## config.mk

```make
export PLATFORM = sky130hd
export DESIGN_NAME = ring_decoder
export DESIGN_NICKNAME = d
export VERILOG_FILES = /design/src/rtl/ring_decoder.sv
export SDC_FILE = /design/constraint.sdc
export NUM_CORES = 1
export LEC_CHECK = 0
export CAP_MARGIN = 20
export CELL_PAD_IN_SITES_DETAIL_PLACEMENT = 0
export CELL_PAD_IN_SITES_GLOBAL_PLACEMENT = 1
export CORE_MARGIN = 5
export CORE_UTILIZATION = 43
export DETAILED_ROUTE_END_ITERATION = 16
export PLACE_DENSITY_LB_ADDON = 0.3
export SLEW_MARGIN = 20
export SYNTH_ARGS = -nofsm -noshare
export SYNTH_HDL_FRONTEND = slang
export SYNTH_SLANG_ARGS = --single-unit
```

## constraint.sdc

```tcl
create_clock -name clk -period 5 [get_ports clk]
set_input_delay 1 -clock clk [delete_from_list [all_inputs] [get_ports clk]]
set_output_delay 1 -clock clk [all_outputs]
set_load 0.005 [all_outputs]
```

## src/rtl/ring_decoder.sv

```systemverilog
// Monitor and index decoder for a one-hot ring counter: locks onto a legal
// rotation, reports the current position, advance/lap pulses and sequence violations.
module ring_decoder #(
    parameter int N        = 4,
    parameter int IDX_W    = 2,
    parameter int LOCK_CNT = 2,
    parameter int LAP_W    = 8,
    parameter int ERR_W    = 4
) (
    input  logic             clk,
    input  logic             reset,
    input  logic [N-1:0]     ring_in,
    output logic [IDX_W-1:0] idx,
    output logic             valid,
    output logic             step,
    output logic             lap,
    output logic [LAP_W-1:0] lap_cnt,
    output logic             err,
    output logic [ERR_W-1:0] err_cnt,
    output logic [1:0]       o_dbg_state
);

    localparam int CNT_W  = $clog2(N + 1);
    localparam int GOOD_W = $clog2(LOCK_CNT + 1);

    typedef enum logic [1:0] {
        HUNT   = 2'd0,
        CHECK  = 2'd1,
        LOCKED = 2'd2
    } state_t;

    state_t              r_state, w_state_nxt;
    logic [N-1:0]        r_smp;
    logic [IDX_W-1:0]    r_idx, w_idx_nxt;
    logic [GOOD_W-1:0]   r_good, w_good_nxt;
    logic                r_step, w_step_nxt;
    logic                r_lap, w_lap_nxt;
    logic                r_err, w_err_nxt;
    logic [LAP_W-1:0]    r_lap_cnt, w_lap_cnt_nxt;
    logic [ERR_W-1:0]    r_err_cnt, w_err_cnt_nxt;

    logic [CNT_W-1:0]    w_ones;
    logic [IDX_W-1:0]    w_k;
    logic                w_legal;
    logic [IDX_W-1:0]    w_nxt;
    logic [GOOD_W-1:0]   w_good_inc;

    // Population count and position of the set bit in the sampled ring.
    always_comb begin
        w_ones = '0;
        w_k    = '0;
        for (int i = 0; i < N; i++) begin
            if (r_smp[i]) begin
                w_ones = w_ones + 1'b1;
                w_k    = IDX_W'(i);
            end
        end
    end

    assign w_legal    = (w_ones == CNT_W'(1));
    assign w_nxt      = (r_idx == IDX_W'(N - 1)) ? '0 : r_idx + 1'b1;
    assign w_good_inc = r_good + 1'b1;

    always_comb begin
        w_state_nxt   = r_state;
        w_idx_nxt     = r_idx;
        w_good_nxt    = r_good;
        w_step_nxt    = 1'b0;
        w_lap_nxt     = 1'b0;
        w_err_nxt     = 1'b0;
        w_lap_cnt_nxt = r_lap_cnt;
        w_err_cnt_nxt = r_err_cnt;
        case (r_state)
            HUNT: begin
                if (w_legal) begin
                    w_idx_nxt   = w_k;
                    w_good_nxt  = '0;
                    w_state_nxt = CHECK;
                end
            end
            CHECK: begin
                if (!w_legal) begin
                    w_state_nxt = HUNT;
                end else if (w_k == w_nxt) begin
                    w_idx_nxt  = w_k;
                    w_good_nxt = w_good_inc;
                    if (w_good_inc == GOOD_W'(LOCK_CNT)) begin
                        w_state_nxt = LOCKED;
                    end
                end else if (w_k != r_idx) begin
                    w_idx_nxt  = w_k;
                    w_good_nxt = '0;
                end
            end
            LOCKED: begin
                if (w_legal && (w_k == w_nxt)) begin
                    w_idx_nxt  = w_k;
                    w_step_nxt = 1'b1;
                    if (r_idx == IDX_W'(N - 1)) begin
                        w_lap_nxt     = 1'b1;
                        w_lap_cnt_nxt = r_lap_cnt + 1'b1;
                    end
                end else if (!(w_legal && (w_k == r_idx))) begin
                    // Violation: idx keeps the last good position for diagnosis.
                    w_err_nxt   = 1'b1;
                    w_state_nxt = HUNT;
                    if (r_err_cnt != '1) begin
                        w_err_cnt_nxt = r_err_cnt + 1'b1;
                    end
                end
            end
            default: w_state_nxt = HUNT;
        endcase
    end

    always_ff @(posedge clk or negedge reset) begin
        if (!reset) begin
            r_state   <= HUNT;
            r_smp     <= '0;
            r_idx     <= '0;
            r_good    <= '0;
            r_step    <= 1'b0;
            r_lap     <= 1'b0;
            r_err     <= 1'b0;
            r_lap_cnt <= '0;
            r_err_cnt <= '0;
        end else begin
            r_state   <= w_state_nxt;
            r_smp     <= ring_in;
            r_idx     <= w_idx_nxt;
            r_good    <= w_good_nxt;
            r_step    <= w_step_nxt;
            r_lap     <= w_lap_nxt;
            r_err     <= w_err_nxt;
            r_lap_cnt <= w_lap_cnt_nxt;
            r_err_cnt <= w_err_cnt_nxt;
        end
    end

    assign idx         = r_idx;
    assign valid       = (r_state == LOCKED);
    assign step        = r_step;
    assign lap         = r_lap;
    assign lap_cnt     = r_lap_cnt;
    assign err         = r_err;
    assign err_cnt     = r_err_cnt;
    assign o_dbg_state = r_state;

endmodule

```

==> results.py, run 1 <==
metrics = {
    "sta": {
        "rsz0062_at_grt": "false",
        "finClkSkew_ps": 6.15,
        "setup_viol": 0,
        "tightest_slew_ps": 654,
        "slew_violations": 0,
        "maxSlewHeadroom_pct": 55.9,
        "setup_tns_ps": 0,
        "hold_violations": 0,
        "fin_crit_ps": 3280,
        "finalCritPeriodShare_pct": 65.5,
        "setup_ws_ps": 1720,
        "max_freq_mhz": 305,
    },
    "finish": {
        "fin_util_pct": 55.1,
        "final_nets": 168,
        "fillerInstances": 293,
        "area.growth.synth_to_final_pct": 21.6,
        "final_cell_mix": "25 x dfrtp_1, 25 x clkdlybuf4s50_1, 10 x inv_1, 10 x nand2_1, 8 x nand3_1",
        "antenna_cells": 0,
        "instances_no_fill": 198,
        "drive_above_1_share_pct": 7.79,
    },
    "setup_path": {
        "path_depth": 10,
        "r2r-start": "r_smp[1]",
        "max_stage_delay_ps": 520,
        "rr_worst_depth": 10,
        "arrival_ps": 3500,
        "path_cells": "inv_1 > ha_1 > xor2_1 > ha_1 > and4b_1 > or4_1 > nand2b_1 > o21ba_4 > a311oi_4 > mux2_4",
        "critPathSlowestCell": "or4_1",
        "cp_data_required_time_ps": 5220,
        "worstSetupEndpoint": "err_cnt[1]",
        "worst-path-buf-inv": 1,
        "crit_family": "simple AND/OR/NAND/NOR gates",
        "critPathLaunch": "r_smp[1]",
        "rrSetupSlack_ps": 1720,
        "critical_path_class": "reg2reg",
        "crit_top_cell": "ha_1",
        "worst-path-max-fanout": 8,
        "start_kind": "flip-flop",
        "endpoint_kind": "flip-flop",
        "r2r-end": "err_cnt[1]",
    },
    "detailed_routing": {
        "post_drt_wl_per_cell_um": 15.0,
        "drt-initial-drc-count": 69,
        "via_per_inst": 5.22,
        "final_antenna_net_count": 0,
        "vias": 1033,
        "routed_wl_mm": 2.97,
        "drc": 0,
        "drtPass1Iterations": 4,
    },
    "logic_synthesis": {
        "yosys_warnings": 0,
        "synth_seq_cells": 25,
        "avgSynthCellArea_sq_um": 11.0,
        "yosysSeqAreaShare_pct": 44.5,
        "netlist_instances": 128,
        "ys_types": 40,
        "synth_area_sq_um": 1410,
        "synth_edf_count": 0,
        "synth_nets": 141,
        "ys_dominant_reg_cell": "dfrtp_1",
        "synthArstFlopShare_pct": 100,
    },
    "cts": {
        "path_clk_slew_ps": 130,
        "cts_buffers": 3,
        "cts_tree": "built",
        "cts_resized": 0,
        "cts_setup_buffers": 0,
        "htreeDepth": 1,
        "cts.sinks": 25,
        "clk_path_buf_depth": 2,
        "hold_buffers": 0,
        "clockRootBuffer": "clkbuf_4",
        "worstSkewPairLatency_ps": 320,
    },
    "placement": {
        "place_inst": 194,
        "dp_hpwl_mm": 2.27,
        "place_ws_ps": 1750,
        "routabilityCongestion": 0.803,
        "port_buffers": 25,
    },
    "die": {
        "rows": 20,
        "start_util_pct": 45.3,
        "die_x_um": 67.2,
        "dieArea_sq_um": 4510,
        "core-area_sq_um": 3100,
        "fp.dieH_um": 67.2,
        "io_pins": 26,
    },
    "grt": {
        "grt_pass1_wl_mm": 5.13,
        "grt_usage_pct": 15.0,
        "antenna_found_initial": 0,
        "grt_max_degree": 26,
        "gr-total-overflow": 0,
        "first_global_vias": 1118,
    },
    "power_and_ir_drop": {
        "peakVddDrop_uv": 145,
        "power_uw": 500,
        "p_per_area_nw_per_um2": 293,
        "leakagePower_nw": 0.764,
    },
    "worst_hold_path": {
        "holdPathStages": 1,
        "hp-class": "reg2reg",
    },
    "run": {
        "cap_viol_max_count": 0,
    },
    "status": {
        "outcome": "finished, final reports clean",
    },
}
synthesized netlist by cell type, drive strengths merged, types with 2 or more instances:
| master | n | area [sq um] |
|---|---|---|
| a31oi | 3 | 33.8 |
| nand3 | 8 | 40.0 |
| mux2i | 2 | 20.0 |
| xor2 | 4 | 35.0 |
| nor4b | 2 | 17.5 |
| nor3 | 2 | 10.0 |
| nand4 | 3 | 18.8 |
| dfrtp | 25 | 626 |
| mux2 | 4 | 48.8 |
| xnor2 | 7 | 61.3 |
| ha | 7 | 87.6 |
| o21ai | 7 | 35.0 |
| a311oi | 3 | 43.8 |
| nand2 | 10 | 37.5 |
| nor2 | 7 | 26.3 |
| a21oi | 2 | 10.0 |
| buf | 4 | 35.0 |
| nand2b | 4 | 25.0 |
| inv | 10 | 37.5 |
how the worst min path moves through the flow:
stage,from,end,slack (ps)
floorplan,r_good[1],r_good[1],450
global placement,lap_cnt[7],lap_cnt[7],460
detailed placement,lap_cnt[7],lap_cnt[7],480
CTS,lap_cnt[7],lap_cnt[7],500
global route,lap_cnt[3],lap_cnt[3],540
finish,lap_cnt[7],lap_cnt[7],490
stage by stage:
step                hold slack, ps  cell area (sq um)
finish                         489               1710
global route                   535               1710
global placement               460               1680
floorplan                      449               1410
detailed placement             477               1680
CTS                            495               1710
state kept, by name, indices dropped and copies added, names as in the netlist:
register / flops
lap: 1
step: 1
o_dbg_state: 2
err_cnt: 4
r_good: 2
idx: 2
lap_cnt: 8
r_smp: 4
err: 1
metal layers:
metal / vias to the layer above / global-route usage [%] / wire length [um]
met5: - / 0 / 0
met4: 0 / 6.58 / 76
li1: 510 / - / -
met3: 8 / 3.33 / 99
met1: 497 / 18.1 / 1330
met2: 18 / 25.5 / 1460
cells by family (layout without fill, tap and decap cells):
kind of cell    Yosys count  count (layout)  synth area share, %
simple gates             45              45                 19.2
flops                    25              25                 44.5
compound gates           20              20                 13.2
buf+inv                  14              40                 5.16
xor+xnor                 11              11                 6.85
fa+ha+maj                 7               7                 6.23
mux                       6               6                 4.89
cell type report:
type	instances	area, sq um	share of cell area [%]
multi-input cells	89	708	41.4
flip-flops and latches	25	626	36.6
repair buffers	26	258	15.1
well taps	44	55.1	3.22
inverters	10	37.5	2.19
clock buffers	4	26.3	1.54
power by group:
part	internal [mW]	switching (mW)
sequential	0.214	0.0246
combinational	0.0781	0.0948
clock	0.0312	0.0579
total	0.323	0.177
Note: power is estimated with default switching activity, not from simulation.
==> run 2, diff against run 1 <==
--- a/config.mk
+++ b/config.mk
@@ -9,7 +9,7 @@
 export CELL_PAD_IN_SITES_DETAIL_PLACEMENT = 0
 export CELL_PAD_IN_SITES_GLOBAL_PLACEMENT = 1
 export CORE_MARGIN = 5
-export CORE_UTILIZATION = 43
+export CORE_UTILIZATION = 40
 export DETAILED_ROUTE_END_ITERATION = 16
 export PLACE_DENSITY_LB_ADDON = 0.3
 export SLEW_MARGIN = 20
==> constraint.sdc (replaced) <==
create_clock -name clk -period 3.4 [get_ports clk]
set_input_delay 0.68 -clock clk [delete_from_list [all_inputs] [get_ports clk]]
set_output_delay 0.68 -clock clk [all_outputs]
set_load 0.005 [all_outputs]
==> results.py, run 2 (synthesis gave the netlist of run 1 again) <==
metrics = {
    "grt": {
        "met1_usage_pct": 18.7,
        "met3_usage_pct": 3.33,
        "first_global_vias": 1068,
        "grt_max_degree": 26,
        "antenna_found_initial": 0,
        "gr-total-overflow": 0,
        "met2_usage_pct": 18.2,
        "grt_pass1_wl_mm": 5.17,
        "grt_usage_pct": 12.8,
        "busiest_layer": "met1",
    },
    "setup_path": {
        "worstSetupEndpoint": "err_cnt[1]",
        "rr_worst_depth": 10,
        "endpoint_kind": "flip-flop",
        "max_stage_delay_ps": 520,
        "critPathSlowestCell": "or4_1",
        "arrival_ps": 3250,
        "cp_data_required_time_ps": 3620,
        "path_cells": "inv_1 > ha_1 > xor2_1 > ha_1 > and4b_1 > or4_1 > nand2b_1 > o21ba_4 > a311oi_4 > mux2_4",
        "critPathLaunch": "r_smp[1]",
        "worst-path-buf-inv": 1,
        "r2r-end": "err_cnt[1]",
        "r2r-start": "r_smp[1]",
        "critical_path_class": "reg2reg",
        "crit_family": "simple AND/OR/NAND/NOR gates",
        "start_kind": "flip-flop",
        "worst-path-max-fanout": 6,
        "rrSetupSlack_ps": 370,
        "crit_top_cell": "ha_1",
        "path_depth": 10,
    },
    "power_and_ir_drop": {
        "p_per_area_nw_per_um2": 428,
        "peakVddDrop_uv": 175,
        "leakagePower_nw": 0.771,
        "power_uw": 737,
    },
    "sta": {
        "max_freq_mhz": 330,
        "setup_tns_ps": 0,
        "tightest_slew_ps": 582,
        "setup_viol": 0,
        "maxSlewHeadroom_pct": 61.2,
        "finalCritPeriodShare_pct": 89.1,
        "setup_ws_ps": 370,
        "finClkSkew_ps": 2.73,
        "rsz0062_at_grt": "false",
        "fin_crit_ps": 3030,
        "hold_violations": 0,
        "slew_violations": 0,
    },
    "finish": {
        "final_nets": 169,
        "instances_no_fill": 201,
        "final_cell_mix": "25 x dfrtp_1, 25 x clkdlybuf4s50_1, 10 x inv_1, 10 x nand2_1, 8 x nand3_1",
        "area.growth.synth_to_final_pct": 22.4,
        "drive_above_1_share_pct": 9.03,
        "antenna_cells": 0,
        "largest_register_ffs": 8,
    },
    "status": {
        "outcome": "finished, final reports clean",
    },
    "placement": {
        "port_buffers": 25,
        "place_ws_ps": 401,
        "place_inst": 197,
        "routabilityCongestion": 0.778,
        "dp_hpwl_mm": 2.13,
    },
    "cts": {
        "clk_path_buf_depth": 2,
        "cts_tree": "built",
        "cts_setup_buffers": 0,
        "htreeDepth": 1,
        "cts_resized": 0,
        "cts.sinks": 25,
        "path_clk_slew_ps": 140,
        "hold_buffers": 0,
        "cts_buffers": 3,
        "clockRootBuffer": "clkbuf_4",
        "worstSkewPairLatency_ps": 310,
    },
    "die": {
        "core-area_sq_um": 3360,
        "rows": 21,
        "start_util_pct": 41.8,
        "fp.dieH_um": 69.3,
        "die_x_um": 69.3,
        "dieArea_sq_um": 4800,
        "io_pins": 26,
    },
    "detailed_routing": {
        "via_per_inst": 5.09,
        "final_antenna_net_count": 0,
        "post_drt_wl_per_cell_um": 13.8,
        "routed_wl_mm": 2.77,
        "drc": 0,
        "drt-initial-drc-count": 53,
        "vias": 1023,
        "drtPass1Iterations": 4,
    },
    "worst_hold_path": {
        "holdPathStages": 1,
        "hp-class": "reg2reg",
    },
    "run": {
        "cap_viol_max_count": 0,
    },
}
==> run 2: how the worst min path moves through the flow <==
stage	startpoint	end	slack [ps]
after floorplan	reset	err	380
after global placement	lap_cnt[7]	lap_cnt[7]	460
after detailed placement	lap_cnt[7]	lap_cnt[7]	470
after CTS	lap_cnt[7]	lap_cnt[7]	480
after global routing	lap_cnt[7]	lap_cnt[7]	510
final	lap_cnt[7]	lap_cnt[7]	480
==> run 2: through the flow <==
step	util (%)	instance area, sq um	hold slack (ps)
6_report	51.2	1720	480
5_1_grt	51.2	1720	510
2_1_floorplan	-	1410	384
4_1_cts	51.2	1720	484
3_5_place_dp	50.4	1690	465
3_3_place_gp	50.4	1690	458
==> run 2: cell type report <==
cell class,instances,area (sq um)
inverter,10,37.5
sequential,25,626
timing repair buffer,27,265
clock buffer,3,22.5
tap,46,57.6
clock inverter,1,5.00
fill,327,1640
multi-input combinational,89,708
==> run 2: report_power, final <==
part           internal (mW)  switching [mW]  total [mW]
registers              0.314          0.0357       0.350
logic                  0.117           0.138       0.255
clock network         0.0440          0.0880       0.132
==> run 2: worst reg2reg max path, stage by stage, from the launching register on <==
cell      delay [ps]
dfrtp_1          470
inv_1             70
ha_1             340
xor2_1           170
ha_1             310
and4b_1          190
or4_1            520
nand2b_1         110
o21ba_4          180
a311oi_4         250
mux2_4           330
==> run 2: per-layer routing <==
| metal | up-vias | share of wire (%) |
|---|---|---|
| li1 | 511 | - |
| met5 | - | 0 |
| met3 | 2 | 4.6 |
| met4 | 0 | 0.69 |
| met1 | 493 | 49 |
| met2 | 17 | 46 |
==> run 3, diff against run 2 <==
--- a/config.mk
+++ b/config.mk
@@ -5,11 +5,13 @@
 export SDC_FILE = /design/constraint.sdc
 export NUM_CORES = 1
 export LEC_CHECK = 0
+export ABC_AREA = 1
 export CAP_MARGIN = 20
 export CELL_PAD_IN_SITES_DETAIL_PLACEMENT = 0
 export CELL_PAD_IN_SITES_GLOBAL_PLACEMENT = 1
 export CORE_MARGIN = 5
-export CORE_UTILIZATION = 40
+export CORE_UTILIZATION = 41
+export CTS_BUF_LIST = sky130_fd_sc_hd__clkbuf_2 sky130_fd_sc_hd__clkbuf_4 sky130_fd_sc_hd__clkbuf_8
 export DETAILED_ROUTE_END_ITERATION = 16
 export PLACE_DENSITY_LB_ADDON = 0.3
 export SLEW_MARGIN = 20
==> results.py, run 3 <==
metrics = {
    "setup_path": {
        "r2r-end": "lap_cnt[2]",
        "arrival_ps": 1730,
        "cp_data_required_time_ps": 2720,
        "start_kind": "flip-flop",
        "worst-path-max-fanout": 7,
        "r2r-start": "r_smp[1]",
        "rr_worst_depth": 14,
        "rrSetupSlack_ps": 1060,
        "endpoint_kind": "primary output",
        "critical_path_class": "reg2out",
    },
    "cts": {
        "cts_buffers": 3,
        "cts_resized": 0,
        "path_clk_slew_ps": 90,
        "cts_tree": "built",
        "cts.sinks": 25,
        "cts_setup_buffers": 0,
        "hold_buffers": 0,
        "clk_path_buf_depth": 2,
        "htreeDepth": 1,
        "clockRootBuffer": "clkbuf_8",
        "worstSkewPairLatency_ps": 260,
    },
    "detailed_routing": {
        "routed_wl_mm": 3.02,
        "drtPass1Iterations": 4,
        "final_antenna_net_count": 0,
        "drt-initial-drc-count": 51,
        "vias": 1250,
        "post_drt_wl_per_cell_um": 11.5,
        "drc": 0,
        "via_per_inst": 4.77,
    },
    "die": {
        "start_util_pct": 42.3,
        "core-area_sq_um": 3660,
        "rows": 22,
        "die_x_um": 71.4,
        "fp.dieH_um": 71.4,
        "dieArea_sq_um": 5100,
        "io_pins": 26,
    },
    "sta": {
        "max_freq_mhz": 415,
        "setup_tns_ps": 0,
        "whs_ps": 480,
        "fin_crit_ps": 2410,
        "tightest_slew_ps": 479,
        "setup_viol": 0,
        "finClkSkew_ps": 4.07,
        "hold_violations": 0,
        "finalCritPeriodShare_pct": 70.9,
        "slew_violations": 0,
        "maxSlewHeadroom_pct": 68.0,
        "rsz0062_at_grt": "false",
    },
    "finish": {
        "final_nets": 228,
        "drive_above_1_share_pct": 15.0,
        "fillerInstances": 343,
        "area.growth.synth_to_final_pct": 23.5,
        "final_cell_mix": "58 x nand2_1, 25 x dfrtp_1, 25 x clkdlybuf4s50_1, 22 x inv_1, 15 x nand3_1",
        "final_common_cell": "nand2_1",
        "antenna_cells": 0,
        "instances_no_fill": 262,
        "finalInstanceArea_sq_um": 1910,
        "largest_register_ffs": 8,
    },
    "power_and_ir_drop": {
        "peakVddDrop_uv": 194,
        "leakagePower_nw": 0.939,
        "power_mw": 1.06,
        "p_per_area_nw_per_um2": 552,
    },
    "logic_synthesis": {
        "synth_seq_cells": 25,
        "yosysSeqAreaShare_pct": 40.4,
        "synthArstFlopShare_pct": 100,
        "synth_top_area_cell": "dfrtp_1",
        "synth_edf_count": 0,
        "avgSynthCellArea_sq_um": 8.41,
        "yosys_warnings": 0,
        "synth_area_leaders": "dfrtp_1 40%, nand2_1 14%, ha_1 5.7%, inv_1 5.3%, nand3_1 4.9%",
        "synthMostInstantiatedCell": "nand2_1",
        "ys_types": 26,
        "ys_top_cells_by_count": "58 x nand2_1, 25 x dfrtp_1, 22 x inv_1",
        "synth_nets": 197,
        "synth_area_sq_um": 1550,
        "netlist_instances": 184,
        "synth.top_cell.area_share_pct": 40.4,
        "ys_dominant_reg_cell": "dfrtp_1",
    },
    "grt": {
        "grt_pass1_wl_mm": 5.37,
        "gr-total-overflow": 0,
        "grt_usage_pct": 12.8,
        "antenna_found_initial": 0,
        "grt_max_degree": 26,
        "first_global_vias": 1247,
    },
    "placement": {
        "dp_hpwl_mm": 2.42,
        "port_buffers": 25,
        "place_inst": 258,
        "routabilityCongestion": 0.901,
        "placed_area_sq_um": 1870,
    },
    "worst_hold_path": {
        "hp-class": "reg2reg",
        "hp-start": "r_good[0]",
        "holdPathStages": 1,
        "min_to": "r_good[0]",
    },
    "run": {
        "cap_viol_max_count": 0,
    },
    "status": {
        "outcome": "finished, final reports clean",
    },
}
## run 3: cells by family after synthesis
| group | after synthesis | share of synthesized area [%] |
|---|---|---|
| AND/OR/NAND/NOR | 105 | 35.4 |
| buffers and inverters | 26 | 6.63 |
| flip-flops | 25 | 40.4 |
| XOR/XNOR | 11 | 7.92 |
| AO/OA/AOI/OAI | 10 | 3.96 |
| adder cells (fa/ha/maj) | 7 | 5.66 |
## run 3: cell type report
cell class / instances / area, sq um / share of cell area [%]
Multi-Input combinational cell: 133 / 820 / 42.9
Tap cell: 48 / 60.1 / 3.14
Clock buffer: 3 / 41.3 / 2.16
Inverter: 26 / 103 / 5.37
Timing Repair Buffer: 26 / 258 / 13.5
Clock inverter: 1 / 5.00 / 0.262
Sequential cell: 25 / 626 / 32.7
## run 3: through the flow
step	util (%)	worst slack, ps
after floorplan	-	1310
after global placement	51.0	1200
after detailed placement	51.0	1060
after CTS	52.2	979
after global routing	52.2	842
final	52.2	989
## run 3: report_power, final
part | switching [mW] | internal (mW) | leakage [nW] | total (mW)
Combinational | 0.274 | 0.209 | 0.583 | 0.483
Sequential | 0.0524 | 0.345 | 0.331 | 0.397
Clock | 0.0939 | 0.0819 | 0.0255 | 0.176
Total | 0.420 | 0.635 | 0.939 | 1.06
## run 3: worst max path at each step
stage / from / endpoint / cells past startpoint
after floorplan: r_smp[1] / lap_cnt[3] / 14
after global placement: r_smp[1] / lap_cnt[2] / 14
after detailed placement: r_smp[1] / lap_cnt[3] / 14
after CTS: o_dbg_state[1] / valid / 3
after global routing: r_smp[1] / lap_cnt[4] / 15
final: o_dbg_state[1] / valid / 3
## run 3: per-layer routing
layer	wire [um]	up-vias	GRT usage, %
li1	-	634	-
met1	1380	578	16.8
met2	1440	34	21.9
met3	166	4	2.24
met4	28	0	2.51
met5	0	-	0
## run 3: worst max-delay path: stages, from the launching register on
cell             delay, ps
dfrtp_1                390
inv_1                  100
nor2_2                 390
clkdlybuf4s50_1        600
